===== src/rtl/mat_vec_mac.sv =====
// mat_vec_mac: sequential matrix-vector multiply-accumulate stage.
//
// A job multiplies ROWS rows of matrix A (streamed one DW-bit word per
// handshake, row-major) by a LEN-element B vector captured from b_data when
// the job starts. Each row yields one signed dot product on the result port.
// One multiplier does one MAC per accepted A word.
//
// Ports:
//   clk        rising-edge clock
//   n_reset    asynchronous active-low reset
//   start      job start request (acted on in IDLE only, and only while !b_busy)
//   b_busy     B loader busy; a start seen while it is high is dropped
//   b_data     flattened B vector, element j at [(j+1)*DW-1 -: DW]
//   a_valid    A word valid
//   a_data     A word (signed)
//   a_ready    stage accepts an A word (RUN state only)
//   res_valid  dot product valid (OUT state only)
//   res_data   signed dot product, ACC_W bits
//   res_row    A row index of res_data
//   res_ready  consumer accepts the result
//   busy       high whenever the FSM is not IDLE
//   done       one-cycle pulse after the final row's result is taken
//   state_dbg  current FSM state (0 IDLE, 1 RUN, 2 OUT)
//
// Handshake rule (both ports): a transfer happens on a rising clk edge where
// valid and ready are both high. The stage's ready/valid outputs decode from
// registered state only, so they never depend combinationally on the peer's
// valid/ready input. While res_valid is high and res_ready is low, res_data
// and res_row are held stable.

module mat_vec_mac #(
  parameter int LEN   = 4,
  parameter int ROWS  = 4,
  parameter int DW    = 32,
  parameter int ACC_W = 2*DW + $clog2(LEN)
) (
  input  logic                     clk,
  input  logic                     n_reset,
  input  logic                     start,
  input  logic                     b_busy,
  input  logic [LEN*DW-1:0]        b_data,
  input  logic                     a_valid,
  input  logic [DW-1:0]            a_data,
  output logic                     a_ready,
  output logic                     res_valid,
  output logic [ACC_W-1:0]         res_data,
  output logic [$clog2(ROWS)-1:0]  res_row,
  input  logic                     res_ready,
  output logic                     busy,
  output logic                     done,
  output logic [1:0]               state_dbg
);

  localparam int IDX_W = $clog2(LEN);
  localparam int ROW_W = $clog2(ROWS);
  localparam int PW    = 2*DW;

  typedef enum logic [1:0] {
    IDLE = 2'd0,
    RUN  = 2'd1,
    OUT  = 2'd2
  } state_t;

  state_t             state_q;
  state_t             state_d;
  logic [ACC_W-1:0]   acc_q;
  logic [IDX_W-1:0]   idx_q;
  logic [ROW_W-1:0]   row_q;
  logic [DW-1:0]      b_mem [LEN];
  logic               done_q;

  logic               start_ok;
  logic               a_fire;
  logic               res_fire;
  logic               last_word;
  logic               last_row;
  logic [PW-1:0]      a_ext;
  logic [PW-1:0]      b_ext;
  logic [PW-1:0]      prod;
  logic [ACC_W-1:0]   prod_ext;

  assign start_ok  = start && !b_busy;
  assign a_fire    = a_valid && a_ready;
  assign res_fire  = res_valid && res_ready;
  assign last_word = (idx_q == IDX_W'(LEN-1));
  assign last_row  = (row_q == ROW_W'(ROWS-1));

  // Both operands are sign-extended to 2*DW, so the low 2*DW bits of the
  // product are the exact signed product; it is then widened to ACC_W.
  assign a_ext    = {{DW{a_data[DW-1]}}, a_data};
  assign b_ext    = {{DW{b_mem[idx_q][DW-1]}}, b_mem[idx_q]};
  assign prod     = $signed(a_ext) * $signed(b_ext);
  assign prod_ext = {{(ACC_W-PW){prod[PW-1]}}, prod};

  // State register
  always_ff @(posedge clk or negedge n_reset) begin
    if (!n_reset) begin
      state_q <= IDLE;
    end else begin
      state_q <= state_d;
    end
  end

  // Next-state logic
  always_comb begin
    state_d = state_q;
    case (state_q)
      IDLE: if (start_ok) state_d = RUN;
      RUN:  if (a_fire && last_word) state_d = OUT;
      OUT:  if (res_fire) state_d = last_row ? IDLE : RUN;
      default: state_d = IDLE;
    endcase
  end

  // Output decode (registered state only)
  always_comb begin
    a_ready   = (state_q == RUN);
    res_valid = (state_q == OUT);
    busy      = (state_q != IDLE);
    res_data  = acc_q;
    res_row   = row_q;
    done      = done_q;
    state_dbg = state_q;
  end

  // Datapath: B capture, accumulator, word and row counters, done pulse
  always_ff @(posedge clk or negedge n_reset) begin
    if (!n_reset) begin
      acc_q  <= '0;
      idx_q  <= '0;
      row_q  <= '0;
      done_q <= 1'b0;
      for (int j = 0; j < LEN; j++) begin
        b_mem[j] <= '0;
      end
    end else begin
      done_q <= (state_q == OUT) && res_fire && last_row;
      case (state_q)
        IDLE: begin
          if (start_ok) begin
            for (int j = 0; j < LEN; j++) begin
              b_mem[j] <= b_data[j*DW +: DW];
            end
            acc_q <= '0;
            idx_q <= '0;
            row_q <= '0;
          end
        end
        RUN: begin
          if (a_fire) begin
            acc_q <= acc_q + prod_ext;
            idx_q <= last_word ? '0 : idx_q + IDX_W'(1);
          end
        end
        OUT: begin
          // The final row keeps acc/row until the next start clears them.
          if (res_fire && !last_row) begin
            row_q <= row_q + ROW_W'(1);
            acc_q <= '0;
          end
        end
        default: begin
          acc_q <= '0;
        end
      endcase
    end
  end

endmodule

===== config.mk =====
export PLATFORM = sky130hd
export DESIGN_NAME = mat_vec_mac
export DESIGN_NICKNAME = d
export VERILOG_FILES = /design/src/rtl/mat_vec_mac.sv
export SDC_FILE = /design/constraint.sdc
export NUM_CORES = 2
export LEC_CHECK = 0
export ABC_AREA = 1
export CAP_MARGIN = 20
export CORE_MARGIN = 1
export CORE_UTILIZATION = 69
export DETAILED_ROUTE_END_ITERATION = 8
export GPL_TIMING_DRIVEN = 0
export HOLD_SLACK_MARGIN = 0.1
export PLACE_DENSITY_LB_ADDON = 0.15
export SLEW_MARGIN = 20
export SYNTH_ARGS = -nofsm -noshare
export SYNTH_HDL_FRONTEND = slang
export SYNTH_SLANG_ARGS = --single-unit

===== constraint.sdc =====
create_clock -name clk -period 16.5 [get_ports clk]
set_input_delay 3.3 -clock clk [delete_from_list [all_inputs] [get_ports clk]]
set_output_delay 3.3 -clock clk [all_outputs]
set_load 0.01 [all_outputs]

# Word-level counts from Yosys, hierarchy flattened
# Index checks and enable logic that the tools add are counted.
# word_totals
regBits,201
latchBits,0
mem_bits_rw,0
rom_bits,0
output_inout_bits,74
elab_cells,60
memories,0
# op_classes
add_sub_neg,3
multipliers,1
div,0
order_cmp,1
eq_ne,9
shifts,0
muxes,18
bitwise,1
n_reduce_logical,18
# ops
op,count
$mux 66,3
$pmux 66 s3,1
$add 66x66->66,1
$bmux 32 s2,1
$mul 32x32->64,1
$mux 32,2
$mux 2,7
$reduce_and 3->1,4
$ne 2x1->1 const B,4
$pmux 2 s2,2
$logic_and 1x1->1,7
$eq 2x2->1 const B,3
$pmux 2 s3,1
$reduce_bool 2->1,3
$add 2x1->2 const B,2
$ge 3x3->1 const B,1
$not 2->3,1
$eq 2x1->1 const B,1
$logic_not 1->1,2
$logic_not 2->1,1
$ne 2x2->1 const B,1
$reduce_and 2->1,1
$mux 1,1

# Logic depth before layout (Yosys ltp)
# logic_depth
ltp_word,8
ltp_mapped,53

# Least setup slack after synthesis
# No wires, ideal clock.
# synth_timing
path_kind,in2reg
from,in a_data[31]
to,reg acc_q[56] (netlist: res_data[56])
arrival_time_ns,11.793
required_time_ns,16.383
path_slack_ns,4.590
path_stages,40
cell_sequence,inv_1 > clkbuf_1 > clkbuf_1 > nor2_1 > fa_1 > inv_1 > fa_1 > inv_1 > fa_1 > inv_1 > fa_1 > fa_1 > inv_1 > fa_1 > inv_1 > fa_1 > inv_1 > fa_1 > [... 4 more ...] > nor2_1 > inv_1 > nor2_1 > inv_1 > o2111ai_1 > xor2_1 > ha_1 > nand2_1 > nor2_1 > inv_1 > nor2_1 > inv_1 > nor4_1 > nand2_1 > nand3_1 > nand2_1 > nand3_1 > nand2_1
# synth_between
elab_chain_cells,4
# synth_lines
item,line_no,text
"start, declared",43,"input logic [DW-1:0] a_data,"
$mul 32x32->64,92,assign prod = $signed(a_ext) * $signed(b_ext);
$add 66x66->66,151,acc_q <= acc_q + prod_ext;
$mux 66,150,if (a_fire) begin
$pmux 66 s3,138,case (state_q)
"end signal, assigned",151,
"end, declared",66,logic [ACC_W-1:0] acc_q;
# Every way passes these cells. The select of a mux whose other input is x is not followed.
# A chain may end at the register's enable or synchronous reset.

# Worst setup path after layout
# layout_timing
from,in a_data[31]
to,reg acc_q[65] (netlist: res_data[65])
# Same word-level chain as after synthesis.

==> impl_summary.log <==
[metrics] fraction of the yosys area taken by sequential cells: 0.103
[metrics] global-route wire length before repair: ~290 mm
[metrics] syn avg cell area: roughly 8.0 µm²
[metrics] kind of start point of the critical path: input port
[metrics] fill cell count: roughly 5,000
[metrics] placed instance count: between 7,000 and 8,000
[metrics] maximum number of pins on one net before global-route repair: about 100
[metrics] total detailed-routing wirelength: 193 mm
[metrics] highest attainable clock frequency: roughly 65 MHz
[metrics] starting utilization of the core area: 0.698
[metrics] biggest fanout along the worst timing path: 13
[metrics] global placement routability congestion: about 1.1
[metrics] largest stage delay on the critical path: 1.21 ns
[metrics] Required @ worst endpoint: between 15 and 20 ns
[metrics] Num CTS Buffers: 23
[metrics] R2R Setup Slk: ~3.5 ns
[metrics] # DRC: 13
[metrics] total setup buffers inserted after CTS: 0
[metrics] Post-DRT Antenna Nets: 0
[metrics] area of the die: 0.0720 mm²
[metrics] cell type contributing the most total cell area after synthesis: sky130_fd_sc_hd__fa_1
[metrics] wire length per cell after detailed routing: around 26 µm
[metrics] actual slew at the worst max-slew pin: 1.32 ns
[metrics] category of the worst setup path capture point: flip-flop
[metrics] clock insertion delay at the later pin of the skew report: ~0.56 ns
[metrics] worst-case hold slack: roughly 0.48 ns
[metrics] number of iterations in the first detailed-routing pass: 9
[metrics] Die Width: roughly 270 µm
[metrics] count of standard-cell rows: just under 100
[metrics] EDFF count, synth: 0
[metrics] ratio of cells with drive above 1 in the final layout: 0.0256
[metrics] ys async rst share: 1.00
[metrics] worst-case headroom to the max-slew limit: 0.121
[metrics] Yosys cell types: between 50 and 60
[metrics] placed wire-length estimate after detailed placement: between 150 and 200 mm
[metrics] Crit Path Class: in -> reg
[metrics] clock-pin slew on the worst setup and hold paths: ~0.07 ns
[metrics] most frequently used flop master after synthesis: sky130_fd_sc_hd__dfrtp_1
[metrics] run status: complete, but fails checks
[metrics] routed vias: between 40,000 and 50,000
[metrics] Post-Synthesis Cells: between 6,000 and 7,000
[metrics] final worst-path cycle share: 0.938
[metrics] mapped cell area: 0.0490 mm²
[metrics] synthesized netlist net count: between 7,000 and 8,000
[metrics] CP dominant cell by count: sky130_fd_sc_hd__fa_1
[metrics] Tmin final: about 15 ns
[metrics] aggregate negative setup slack: 0 ns
[metrics] number of hold-slack violations in the final timing report: 0
[metrics] vias in the first global route: between 40,000 and 50,000
[metrics] setup repair after global routing missed its margin: no
[metrics] IO buf count: approximately 220
[metrics] post-layout util: 0.760
[metrics] number of DRC markers in iteration 0: between 6,000 and 7,000
[metrics] Area Growth Syn to Fin: 8.88%
[metrics] Gates resized, CTS repair: 0
[metrics] aggregate global routing overflow: 0
[metrics] TritonCTS sink count: 201
[metrics] count of state elements after synthesis: around 200
[metrics] vias per std cell: ~6.3
[metrics] Crit-path slowest cell: sky130_fd_sc_hd__fa_1
[metrics] largest cells by area after synthesis: sky130_fd_sc_hd__fa_1 44%, sky130_fd_sc_hd__nand2_1 12%, sky130_fd_sc_hd__dfrtp_1 10%, sky130_fd_sc_hd__inv_1 9.1%, sky130_fd_sc_hd__ha_1 6.4%
[metrics] y dimension of the die: ~270 µm
[metrics] # setup viols final: 0
[metrics] antenna violations before repair: 16
[metrics] number of H-tree levels: 1
[metrics] violated checks: DRC
[metrics] Core Area: between 0.07 and 0.08 mm²
[metrics] Layout Nets: about 8,000
[metrics] Final Non-Filler Cells: approximately 7,400
[metrics] global-route usage over all layers: 0.553
[metrics] # IOs: 240
[metrics] Slew Viols, Final: 0
[metrics] Arrival @ worst endpoint: ~16 ns
[metrics] hold buffers post-CTS: 0
[metrics] share of Yosys cell area claimed by the top area cell type: 0.443
[metrics] Max Clock Skew: approximately 0.029 ns
[metrics] min-delay worst type: reg -> reg
[metrics] clock tree root driver cell: sky130_fd_sc_hd__clkbuf_16
[metrics] number of buffers on the longest clock path: 3
[metrics] number of maximum-capacitance violations: 0
[metrics] warning count from the yosys run: 0
[metrics] TritonCTS clock tree: done
-- placed cells by master (no fill, tap or decap), types with 36 or more instances in the layout --
| cell | n |
|---|---|
| sky130_fd_sc_hd__nand2_1 | 1591 |
| sky130_fd_sc_hd__inv_1 | 1181 |
| sky130_fd_sc_hd__fa_1 | 1082 |
| sky130_fd_sc_hd__nor2_1 | 786 |
| sky130_fd_sc_hd__ha_1 | 251 |
| sky130_fd_sc_hd__clkdlybuf4s50_1 | 222 |
| sky130_fd_sc_hd__dfrtp_1 | 201 |
| sky130_fd_sc_hd__a21oi_1 | 180 |
| sky130_fd_sc_hd__clkbuf_1 | 170 |
| sky130_fd_sc_hd__nand3_1 | 163 |
| sky130_fd_sc_hd__o21ai_0 | 115 |
| sky130_fd_sc_hd__xor2_1 | 44 |
| sky130_fd_sc_hd__buf_2 | 36 |
-- worst max-delay path, delay by kind of cell --
| kind | cells | cell delay [ns] |
|---|---|---|
| AO/OA/AOI/OAI | 5 | 0.98 |
| adder cells (fa/ha/maj) | 10 | 5.83 |
| AND/OR/NAND/NOR | 12 | 2.30 |
| XOR/XNOR | 1 | 0.14 |
| buffers and inverters | 9 | 3.34 |
-- final cells by class --
| type | instances | area (µm²) | area share |
|---|---|---|---|
| flip-flops and latches | 201 | 5030 | 0.0944 |
| inverters | 1221 | 4580 | 0.0860 |
| repair buffers | 225 | 2290 | 0.0430 |
| clock inverters | 10 | 178 | 0.00333 |
| diodes | 15 | 37.5 | 0.000704 |
| clock buffers | 30 | 652 | 0.0122 |
| well taps | 940 | 1180 | 0.0221 |
| multi-input cells | 4488 | 38400 | 0.721 |
| plain buffers | 228 | 908 | 0.0170 |
-- routing by layer --
metal,part of all wire,up-vias,GRT usage
met5,0.0012,-,0.0264
met4,0.099,22,0.425
met3,0.16,1232,0.275
met1,0.32,22186,0.633
li1,-,18612,-
met2,0.42,3959,0.789
-- cell usage after synthesis, types with 2 or more instances --
| cell | number |
|---|---|
| sky130_fd_sc_hd__a21boi_1 | 2 |
| sky130_fd_sc_hd__a21boi_2 | 3 |
| sky130_fd_sc_hd__a21o_1 | 26 |
| sky130_fd_sc_hd__a21oi_1 | 180 |
| sky130_fd_sc_hd__a21oi_2 | 10 |
| sky130_fd_sc_hd__a31oi_1 | 19 |
| sky130_fd_sc_hd__a32o_1 | 4 |
| sky130_fd_sc_hd__and3_1 | 8 |
| sky130_fd_sc_hd__buf_1 | 18 |
| sky130_fd_sc_hd__buf_2 | 36 |
| sky130_fd_sc_hd__clkbuf_1 | 174 |
| sky130_fd_sc_hd__clkinv_1 | 24 |
| sky130_fd_sc_hd__dfrtp_1 | 201 |
| sky130_fd_sc_hd__fa_1 | 1083 |
| sky130_fd_sc_hd__ha_1 | 251 |
| sky130_fd_sc_hd__inv_1 | 1181 |
| sky130_fd_sc_hd__inv_2 | 16 |
| sky130_fd_sc_hd__nand2_1 | 1591 |
| sky130_fd_sc_hd__nand2_2 | 12 |
| sky130_fd_sc_hd__nand3_1 | 163 |
| sky130_fd_sc_hd__nand3_2 | 2 |
| sky130_fd_sc_hd__nand3b_1 | 7 |
| sky130_fd_sc_hd__nand4_1 | 19 |
| sky130_fd_sc_hd__nor2_1 | 786 |
| sky130_fd_sc_hd__nor2_2 | 14 |
| sky130_fd_sc_hd__nor3_1 | 21 |
| sky130_fd_sc_hd__nor3_2 | 4 |
| sky130_fd_sc_hd__nor4_1 | 4 |
| sky130_fd_sc_hd__nor4_2 | 6 |
| sky130_fd_sc_hd__o2111ai_1 | 2 |
| sky130_fd_sc_hd__o211ai_1 | 2 |
| sky130_fd_sc_hd__o21a_1 | 11 |
| sky130_fd_sc_hd__o21ai_0 | 115 |
| sky130_fd_sc_hd__o21ai_1 | 26 |
| sky130_fd_sc_hd__o21ai_2 | 3 |
| sky130_fd_sc_hd__o21bai_1 | 20 |
| sky130_fd_sc_hd__o21bai_2 | 2 |
| sky130_fd_sc_hd__o22ai_1 | 2 |
| sky130_fd_sc_hd__o31ai_1 | 5 |
| sky130_fd_sc_hd__or2_2 | 2 |
| sky130_fd_sc_hd__xnor2_1 | 28 |
| sky130_fd_sc_hd__xor2_1 | 44 |
-- metrics by stage --
step / worst slack (ns) / area (µm²)
final: 1.02 / 53300
after global routing: 0.737 / 53300
after CTS: 1.66 / 53300
after detailed placement: 1.13 / 52400
after global placement: 1.23 / 52400
after floorplan: 4.59 / 49000
-- kinds of logic after synthesis --
family | Yosys count | share of synthesized area
simple gates | 2643 | 0.213
buf+inv | 1449 | 0.112
fa+ha+maj | 1334 | 0.507
compound gates | 439 | 0.0521
flops | 201 | 0.103
xor+xnor | 72 | 0.0129
-- sequential cells by signal (all words and copies together) (netlist names) --
| name | flops |
|---|---|
| b_mem | 128 |
| done | 1 |
| idx_q | 2 |
| res_data | 66 |
| res_row | 2 |
| state_dbg | 2 |
-- final timing paths --
check	startpoint	end	cells past startpoint
min in group asynchronous	n_reset	res_data[19]	1
hold reg to reg	b_mem[74]	b_mem[74]	2
setup reg to reg	idx_q[1]	res_data[65]	39
setup / recovery	a_data[31]	res_data[65]	37
hold / removal	b_mem[74]	b_mem[74]	2
max in group asynchronous	n_reset	b_mem[56]	3
Power is left out: the tool's default activity adds up to more than one toggle a clock period on the data nets, which glitch-free logic cannot reach.
